### src/rtl/tdm_demux_if.sv
// rtl/tdm_demux_if.sv - serial TDM input and per-channel word outputs of the demux
interface tdm_demux_if #(
  parameter int WIDTH = 8
);
  logic             mux;
  logic             control;
  logic             in_valid;
  logic [WIDTH-1:0] a_data;
  logic             a_valid;
  logic             a_ready;
  logic [WIDTH-1:0] b_data;
  logic             b_valid;
  logic             b_ready;
  logic             a_ovr;
  logic             b_ovr;
  logic             ovr_clr;

  modport master (
    output mux, control, in_valid, a_ready, b_ready, ovr_clr,
    input  a_data, a_valid, b_data, b_valid, a_ovr, b_ovr
  );

  modport slave (
    input  mux, control, in_valid, a_ready, b_ready, ovr_clr,
    output a_data, a_valid, b_data, b_valid, a_ovr, b_ovr
  );
endinterface

### src/rtl/tdm_demux.sv
// rtl/tdm_demux.sv - two-channel TDM bit demultiplexer with per-channel word reassembly
module tdm_demux #(
  parameter int WIDTH     = 8,
  parameter bit MSB_FIRST = 1'b1
) (
  input logic        clk,
  input logic        rstb,
  tdm_demux_if.slave bus
);
  localparam int            CW   = $clog2(WIDTH);
  localparam logic [CW-1:0] LAST = CW'(WIDTH - 1);

  // Index 0 is channel A, index 1 is channel B.
  logic [CW-1:0]    cnt    [2];
  logic [WIDTH-1:0] shreg  [2];
  logic [WIDTH-1:0] word   [2];
  logic [WIDTH-1:0] data_q [2];
  logic             valid_q[2];
  logic             ovr_q  [2];
  logic [1:0]       accept;
  logic [1:0]       done;
  logic [1:0]       ready;

  always_comb begin
    accept = '0;
    done   = '0;
    ready  = {bus.b_ready, bus.a_ready};
    for (int c = 0; c < 2; c++) begin
      accept[c] = bus.in_valid && (bus.control == 1'(c));
      done[c]   = accept[c] && (cnt[c] == LAST);
      // Word as it will look once the current bit is shifted in.
      if (MSB_FIRST)
        word[c] = {shreg[c][WIDTH-2:0], bus.mux};
      else
        word[c] = {bus.mux, shreg[c][WIDTH-1:1]};
    end
  end

  always_ff @(posedge clk or negedge rstb) begin
    if (!rstb) begin
      for (int c = 0; c < 2; c++) begin
        cnt[c]     <= '0;
        shreg[c]   <= '0;
        data_q[c]  <= '0;
        valid_q[c] <= 1'b0;
        ovr_q[c]   <= 1'b0;
      end
    end else begin
      for (int c = 0; c < 2; c++) begin
        if (accept[c]) begin
          shreg[c] <= word[c];
          cnt[c]   <= done[c] ? '0 : cnt[c] + 1'b1;
        end

        // Holding register frees up on the same edge it is drained.
        if (done[c] && (!valid_q[c] || ready[c])) begin
          data_q[c]  <= word[c];
          valid_q[c] <= 1'b1;
        end else if (valid_q[c] && ready[c]) begin
          valid_q[c] <= 1'b0;
        end

        if (done[c] && valid_q[c] && !ready[c])
          ovr_q[c] <= 1'b1;
        else if (bus.ovr_clr)
          ovr_q[c] <= 1'b0;
      end
    end
  end

  assign bus.a_data  = data_q[0];
  assign bus.a_valid = valid_q[0];
  assign bus.a_ovr   = ovr_q[0];
  assign bus.b_data  = data_q[1];
  assign bus.b_valid = valid_q[1];
  assign bus.b_ovr   = ovr_q[1];
endmodule
### src/flat_wrapper.sv
// flat-port wrapper written by rule: the top's interface ports become plain ports
module tdm_demux_flat 
#(
  parameter int WIDTH     = 8,
  parameter bit MSB_FIRST = 1'b1
)
  (clk, rstb, bus_mux, bus_control, bus_in_valid, bus_a_ready, bus_b_ready, bus_ovr_clr, bus_a_data, bus_a_valid, bus_b_data, bus_b_valid, bus_a_ovr, bus_b_ovr);
  tdm_demux_if #(.WIDTH(WIDTH)) bus_i ();
  input logic clk;
  input logic rstb;
  input wire logic [$bits(bus_i.mux)-1:0] bus_mux;
  input wire logic [$bits(bus_i.control)-1:0] bus_control;
  input wire logic [$bits(bus_i.in_valid)-1:0] bus_in_valid;
  input wire logic [$bits(bus_i.a_ready)-1:0] bus_a_ready;
  input wire logic [$bits(bus_i.b_ready)-1:0] bus_b_ready;
  input wire logic [$bits(bus_i.ovr_clr)-1:0] bus_ovr_clr;
  output wire logic [$bits(bus_i.a_data)-1:0] bus_a_data;
  output wire logic [$bits(bus_i.a_valid)-1:0] bus_a_valid;
  output wire logic [$bits(bus_i.b_data)-1:0] bus_b_data;
  output wire logic [$bits(bus_i.b_valid)-1:0] bus_b_valid;
  output wire logic [$bits(bus_i.a_ovr)-1:0] bus_a_ovr;
  output wire logic [$bits(bus_i.b_ovr)-1:0] bus_b_ovr;
  assign bus_i.mux = bus_mux;
  assign bus_i.control = bus_control;
  assign bus_i.in_valid = bus_in_valid;
  assign bus_i.a_ready = bus_a_ready;
  assign bus_i.b_ready = bus_b_ready;
  assign bus_i.ovr_clr = bus_ovr_clr;
  assign bus_a_data = bus_i.a_data;
  assign bus_a_valid = bus_i.a_valid;
  assign bus_b_data = bus_i.b_data;
  assign bus_b_valid = bus_i.b_valid;
  assign bus_a_ovr = bus_i.a_ovr;
  assign bus_b_ovr = bus_i.b_ovr;
  tdm_demux #(.WIDTH(WIDTH), .MSB_FIRST(MSB_FIRST)) u_core (.clk(clk), .rstb(rstb), .bus(bus_i));
endmodule
### config.mk
export PLATFORM = sky130hd
export DESIGN_NAME = tdm_demux_flat
export DESIGN_NICKNAME = d
export VERILOG_FILES = /design/src/rtl/tdm_demux_if.sv /design/src/rtl/tdm_demux.sv /design/src/flat_wrapper.sv
export SDC_FILE = /design/constraint.sdc
export NUM_CORES = 1
export LEC_CHECK = 0
export BUFFER_PORTS_ARGS = -buffer_cell sky130_fd_sc_hd__buf_2
export CAP_MARGIN = 15
export CORE_AREA = 2 2 77 79
export DETAILED_ROUTE_END_ITERATION = 6
export DIE_AREA = 0 0 79 81
export GPL_ROUTABILITY_DRIVEN = 1
export MAX_ROUTING_LAYER = met4
export RECOVER_POWER = 50
export SKIP_CTS_REPAIR_TIMING = 1
export SYNTH_ARGS = -nofsm -noshare
export SYNTH_HDL_FRONTEND = slang
export SYNTH_SLANG_ARGS = --single-unit
export TNS_END_PERCENT = 20
### constraint.sdc
create_clock -name clk -period 1.9 [get_ports clk]
set_input_delay 0.095 -clock clk [delete_from_list [all_inputs] [get_ports clk]]
set_output_delay 0.095 -clock clk [all_outputs]
set_load 0.05 [all_outputs]
# Word-level counts from Yosys, hierarchy flattened

Index checks and enable logic that the tools add are counted.

Word-level logic and storage cells: 46
Input bits: 8
Output and inout bits: 20
Register bits after elaboration: 40

Add/subtract/negate cells: 2
Bitwise operators: 1
Reduce and logical (&&, ||, !) cells: 22
Equality and inequality tests: 2
Multiplexer cells: 9

Operators by type and width:

| kind                                                           | number |
|---|---|
| 1-bit logical AND                                              | 12 |
| 2-bit nonzero test                                             | 4 |
| 1-bit 2-to-1 mux                                               | 7 |
| 3-bit by 1-bit adder with 3-bit output (second input constant) | 2 |
| 3-bit == test (second input constant)                          | 2 |
| 3-bit 2-to-1 mux                                               | 2 |
| 1-bit zero test                                                | 4 |
| 1-bit logical OR                                               | 2 |
| 1-bit NOT                                                      | 1 |

# Depth between registers and ports, before layout

Gate-level depths: netlist of the first run.

Word-level depth: 6
Depth in mapped cells: 6
Mapped depth without buffers: 5

# Worst setup path before layout of the first run

OpenSTA, ideal clock, no wires.

Kind: register to register
Start point: reg u_core.cnt[0] (netlist name)
End point: reg u_core.data_q, in the netlist u_core.bus.b_data[0]
Setup slack: 0.408 ns
Data required time: 1.775 ns
Path buffers: 1
Stages on the path, launching flop included: 7
Arrival: 1.367 ns
Period minus slack after synthesis: 1.492 ns
Path through: dfrtp_1 -> ha_1 -> ha_1 -> nand3_1 -> nor2b_1 -> buf_6 -> mux2_2

Word-level cells in the longest chain between the ends: 3

RTL lines:

| item                             | line            | RTL |
|---|---|---|
| start: declaration               | tdm_demux.sv:14 | `logic [CW-1:0] cnt [2];` |
| start signal: indexed assignment | tdm_demux.sv:52 | `cnt[c] <= done[c] ? '0 : cnt[c] + 1'b1;` |
| 3-bit == test                    | tdm_demux.sv:30 | `done[c] = accept[c] && (cnt[c] == LAST);` |
| 1-bit logical AND                | tdm_demux.sv:30 |  |
| 1-bit logical AND                | tdm_demux.sv:56 | `if (done[c] && (!valid_q[c] \|\| ready[c])) begin` |
| end signal: indexed assignment   | tdm_demux.sv:57 | `data_q[c] <= word[c];` |
| end: declaration                 | tdm_demux.sv:17 | `logic [WIDTH-1:0] data_q [2];` |

No other way between the ends.
A chain may end at the register's enable or synchronous reset.

# Final worst setup path of the first run

Start point: reg u_core.cnt[0] (netlist name)
End point: reg u_core.data_q, in the netlist u_core.bus.b_data[1]

Same word-level chain as after synthesis.

==> flow_metrics.tcl, run 1 <==
set metrics [dict create \
    first_iter_violations 32 \
    p_comb_frac 0.344 \
    endpoint_kind "register" \
    grt_max_degree 41 \
    grt_pass1_wl_mm 4.82 \
    final_cell_mix "dfrtp_1, mux2_2, clkbuf_1, mux2_4, nand2_1" \
    synth-seq-cells 40 \
    crit_required_ns 2.08 \
    slew_headroom 0.366 \
    avgSynthCellArea_um2 15.3 \
    stdcell_area_um2 1930 \
    grt_usage 0.102 \
    power_density_nw_per_um2 1610 \
    die_x_um 79 \
    fp.dieH_um 81 \
    period_share 0.871 \
    start_util 0.285 \
    routedWlPerCell_um 12.9 \
    fin_crit_ns 1.66 \
    tns_ns 0 \
    r2r_slack_ns 0.24 \
    core_area_um2 5680 \
    setup.worst_path.start "u_core.cnt[0]$_DFFE_PN0P_" \
    p_leak_nw 0.890 \
    seqPwrFrac 0.432 \
    cp.arrival_ns 1.84 \
    critPathMaxFanout 8 \
    cts_made_buffers 5 \
    ir_drop_mv 0.706 \
    intPower_mw 1.92 \
    fin_nets 151 \
    yosys.area.top_type "dfrtp_1" \
    startpoint_type "register" \
    yosysWarningCount 0 \
    max_freq_mhz 604 \
    rsz0062_at_grt "no" \
    drv_cap 0 \
    rows 28 \
    slew_viol_final 0 \
    wl_mm 2.78 \
    finalClockSkew_ns 0.0106 \
    r2r-end "u_core.bus.b_data[1]$_DFFE_PN0P_" \
    tightest_slew_ns 0.952 \
    synth_top_area_share 0.618 \
    syn_to_final_growth_pct 19.2 \
    yosys.cell_types.count 19 \
    path_class "register to register" \
    final_common_cell "dfrtp_1" \
    viasPerCell 4.24 \
    syn_area_um2 1620 \
    whs_path_depth 2 \
    final_antenna_net_count 0 \
    pin_count 28 \
    status "finished clean" \
    final-seq-area_um2 1000 \
    synthTopCellsByArea "dfrtp_1, mux2_2, mux2_4" \
    drtPass1Iterations 3 \
    hpwl_mm 2.01 \
    fillers 586 \
    sw_frac_of_total 0.382 \
    drcViolationCount 0 \
    die_area_um2 6400 \
    grt_pass1_vias 979 \
    overflow 0 \
    hold_violations 0 \
    seq_area_frac_synth 0.618 \
    portBuffers 27 \
    whs_ns 0.0121 \
    dpl_cell_area_um2 1830 \
    syn_nets 118 \
    cts_htree_levels 2 \
    r2r-start "u_core.cnt[0]$_DFFE_PN0P_" \
    cts-root-buf "clkbuf_8" \
    clk_pin_slew_ns 0.08 \
    multi_input_area_um2 576 \
    placed_cells 206 \
    n_antenna_cell 0 \
    layout-drive-gt1-share 0.357 \
    stdcell_count 215 \
    cts_tree "yes" \
    globalplace.congestion 0.709 \
    num_vias 912 \
    min_from "bus_ovr_clr" \
    rr_worst_depth 6 \
    p_clk_frac 0.225 \
    setup_viol 0 \
    cts_buffer_depth 2 \
    syn_inst 106 \
    hold_class "input pin to register" \
    antenna_found_initial 0 \
    cts.sinks 40 \
    insertion_delay_ns 0.30 \
    switching_power_mw 1.19 \
    min_to "u_core.bus.b_ovr$_DFFE_PN0P_" \
]
-- cell type report --
type                            instances  area share
Multi-Input combinational cell         59       0.298
Inverter                                3     0.00583
Clock inverter                          3      0.0246
Sequential cell                        40       0.518
Timing Repair Buffer                   30      0.0693
Clock buffer                            5      0.0356
Tap cell                               75      0.0486
-- cells by family after synthesis --
kind of cell,synth area share
flip-flops,0.618
buffers and inverters,0.0270
adder cells (fa/ha/maj),0.0309
multiplexers,0.241
AND/OR/NAND/NOR,0.0618
AO/OA/AOI/OAI,0.0216
-- worst max-delay path by stage --
stage,depth (start not counted),endpoint
floorplan,6,u_core.bus.b_data[0]$_DFFE_PN0P_
global route,6,u_core.bus.b_data[0]$_DFFE_PN0P_
global placement,6,u_core.bus.b_data[1]$_DFFE_PN0P_
finish,6,u_core.bus.b_data[1]$_DFFE_PN0P_
CTS,6,u_core.bus.b_data[1]$_DFFE_PN0P_
detailed placement,6,u_core.bus.b_data[1]$_DFFE_PN0P_
-- critical path, cell delays in order (launching register included) --
cell     delay, ns
dfrtp_1       0.39
ha_1          0.17
ha_1          0.20
nand3_1       0.13
nor2b_1       0.14
buf_4         0.18
mux2_2        0.34
-- state kept, by name, summed over array words and instances (netlist names) --
register            flops
u_core.bus.b_valid      1
u_core.bus.b_ovr        1
u_core.cnt              6
u_core.bus.a_valid      1
u_core.bus.a_data       8
u_core.bus.a_ovr        1
u_core.bus.b_data       8
u_core.shreg           14
-- synthesized netlist by cell type (all sizes together) --
master	instances
nor3	1
ha	4
mux2	32
dfrtp	40
nand3	1
and3	1
nor2b	2
inv	3
nor2	1
buf	4
nand3b	1
a21o	1
nand2b	4
o22ai	2
nand2	6
o21ai	3
-- layer usage --
| metal | GRT usage | share of wire |
|---|---|---|
| met2 | 0.164 | 0.48 |
| met4 | 0.0414 | 0.019 |
| met3 | 0.0311 | 0.053 |
| met5 | - | 0 |
| met1 | 0.120 | 0.45 |
-- metrics by stage --
stage	util	power [mW]	worst slack, ns
2_1_floorplan	-	2.19	0.408
3_3_place_gp	0.323	2.42	0.363
3_5_place_dp	0.323	2.48	0.246
4_1_cts	0.343	3.19	0.242
5_1_grt	0.340	3.29	0.159
6_report	0.340	3.11	0.244
-- power by group through the flow --
stage	sequential [mW]	combinational (mW)	clock (mW)
2_1_floorplan	1.78	0.412	0
3_3_place_gp	1.34	1.08	0
3_5_place_dp	1.36	1.12	0
4_1_cts	1.35	1.12	0.715
5_1_grt	1.39	1.15	0.753
6_report	1.34	1.07	0.699
(Power assumes the default switching activity.)
==> run 2: changes to the inputs <==
Settings changed: CORE_AREA 2 2 77 79 to 2 2 67 69, DIE_AREA 0 0 79 81 to 0 0 69 71.
==> run 2 against run 1 <==
Compared with the run above: sequential share of layout area is 0.92 points higher; sequential power is essentially flat; global-route usage up 2.4 points; core utilization grew 11 points; clock power is 3.9% lower; flip-flop and latch count stayed put; final cell count shrank 11%; maximum frequency is 1.0% higher; largest cell class unchanged; clock skew is 0.0053 ns lower; design area fell by 1.7%; total power decreased by 1.1%; critical endpoint is now u_core.bus.b_data[7]$_DFFE_PN0P_.
==> flow_metrics.tcl, run 2 (synthesis gave the netlist of run 1 again) <==
set metrics [dict create \
    num_vias 914 \
    finalClockSkew_ns 0.00528 \
    grt_max_degree 41 \
    final_antenna_net_count 0 \
    cts-root-buf "clkbuf_8" \
    p_comb_frac 0.346 \
    grtUsageMet2 0.188 \
    sw_frac_of_total 0.377 \
    switching_power_mw 1.16 \
    clk_pin_slew_ns 0.07 \
    stdcell_count 192 \
    die_area_um2 4900 \
    seqPwrFrac 0.436 \
    first_iter_violations 39 \
    antenna_found_initial 0 \
    viasPerCell 4.76 \
    ir_drop_mv 0.669 \
    tightest_slew_ns 0.969 \
    routedWlPerCell_um 13.7 \
    grt_util_met1 0.158 \
    dpl_cell_area_um2 1800 \
    cts.sinks 40 \
    portBuffers 27 \
    cts_buffer_depth 2 \
    power_density_nw_per_um2 1620 \
    top_register "u_core.shreg" \
    drtPass1Iterations 4 \
    grt_pass1_vias 990 \
    n_antenna_cell 0 \
    placed_cells 183 \
    fp.dieH_um 71 \
    rsz0062_at_grt "no" \
    startpoint_type "register" \
    grt_usage 0.126 \
    p_leak_nw 0.885 \
    rr_worst_depth 6 \
    final_cell_mix "dfrtp_1, mux2_2, clkbuf_1, mux2_4, nand2_1" \
    status "finished clean" \
    layout-drive-gt1-share 0.357 \
    critPathMaxFanout 8 \
    hpwl_mm 1.86 \
    endpoint_kind "register" \
    overflow 0 \
    core_area_um2 4200 \
    pin_count 28 \
    die_x_um 69 \
    fin_crit_ns 1.64 \
    busiest_layer "met2" \
    whs_path_depth 2 \
    hold_violations 0 \
    setup_viol 0 \
    stdcell_area_um2 1900 \
    cts_htree_levels 2 \
    max_freq_mhz 610 \
    hold_class "input pin to register" \
    cts_tree "yes" \
    start_util 0.385 \
    fin_nets 151 \
    fillers 419 \
    insertion_delay_ns 0.29 \
    slew_headroom 0.354 \
    drcViolationCount 0 \
    rows 24 \
    syn_to_final_growth_pct 17.1 \
    path_class "register to register" \
    intPower_mw 1.92 \
    cp.arrival_ns 1.81 \
    use_met3 0.0413 \
    slew_viol_final 0 \
    wl_mm 2.62 \
    tns_ns 0 \
    final_common_cell "dfrtp_1" \
    grt_pass1_wl_mm 4.69 \
    drv_cap 0 \
    cts_made_buffers 5 \
    period_share 0.862 \
    globalplace.congestion 0.742 \
    crit_required_ns 2.07 \
    largest_register_ffs 14 \
    p_clk_frac 0.218 \
]
## run 2: final timing paths
path / startpoint / to / slack [ns]
min: bus_ovr_clr / u_core.bus.a_ovr$_DFFE_PN0P_ / 0.03
max: u_core.cnt[0]$_DFFE_PN0P_ / u_core.bus.b_data[7]$_DFFE_PN0P_ / 0.26
min reg2reg: u_core.cnt[2]$_DFFE_PN0P_ / u_core.cnt[2]$_DFFE_PN0P_ / 0.50
max in group asynchronous: rstb / u_core.cnt[5]$_DFFE_PN0P_ / 0.81
max reg2reg: u_core.cnt[0]$_DFFE_PN0P_ / u_core.bus.b_data[7]$_DFFE_PN0P_ / 0.26
min in group asynchronous: rstb / u_core.bus.b_ovr$_DFFE_PN0P_ / 0.49
## run 2: stage by stage
step	power [mW]	util	hold WS, ns	setup WS, ns
after CTS	3.16	0.455	-0.0487	0.250
after global routing	3.27	0.451	0.0295	0.122
final	3.08	0.451	0.0282	0.261
after detailed placement	2.47	0.429	0.269	0.265
after floorplan	2.19	-	-0.201	0.408
after global placement	2.42	0.429	0.238	0.356
## run 2: area by class of cell
| class | count | area (um^2) | share of cell area |
|---|---|---|---|
| Multi-Input combinational cell | 59 | 576 | 0.303 |
| Clock buffer | 5 | 68.8 | 0.0363 |
| Timing Repair Buffer | 30 | 134 | 0.0705 |
| Clock inverter | 3 | 42.5 | 0.0224 |
| Sequential cell | 40 | 1000 | 0.527 |
| Tap cell | 52 | 65.1 | 0.0343 |
| Inverter | 3 | 11.3 | 0.00593 |
## run 2: power by group through the flow
stage | clock network [mW] | registers (mW) | logic (mW)
global route | 0.734 | 1.39 | 1.14
finish | 0.672 | 1.34 | 1.06
floorplan | 0 | 1.78 | 0.412
detailed placement | 0 | 1.35 | 1.12
global placement | 0 | 1.34 | 1.08
CTS | 0.696 | 1.34 | 1.12
## run 2: routing by layer
metal / vias to the layer above / routed length, um
met1: 452 / 1220
met4: 0 / 51
li1: 430 / -
met5: - / 0
met2: 25 / 1200
met3: 7 / 153
## run 2: worst max-delay path: stages, from the launching register on
cell     delay [ns]
dfrtp_1        0.38
ha_1           0.16
ha_1           0.20
nand3_1        0.13
nor2b_1        0.13
buf_4          0.17
mux2_2         0.34
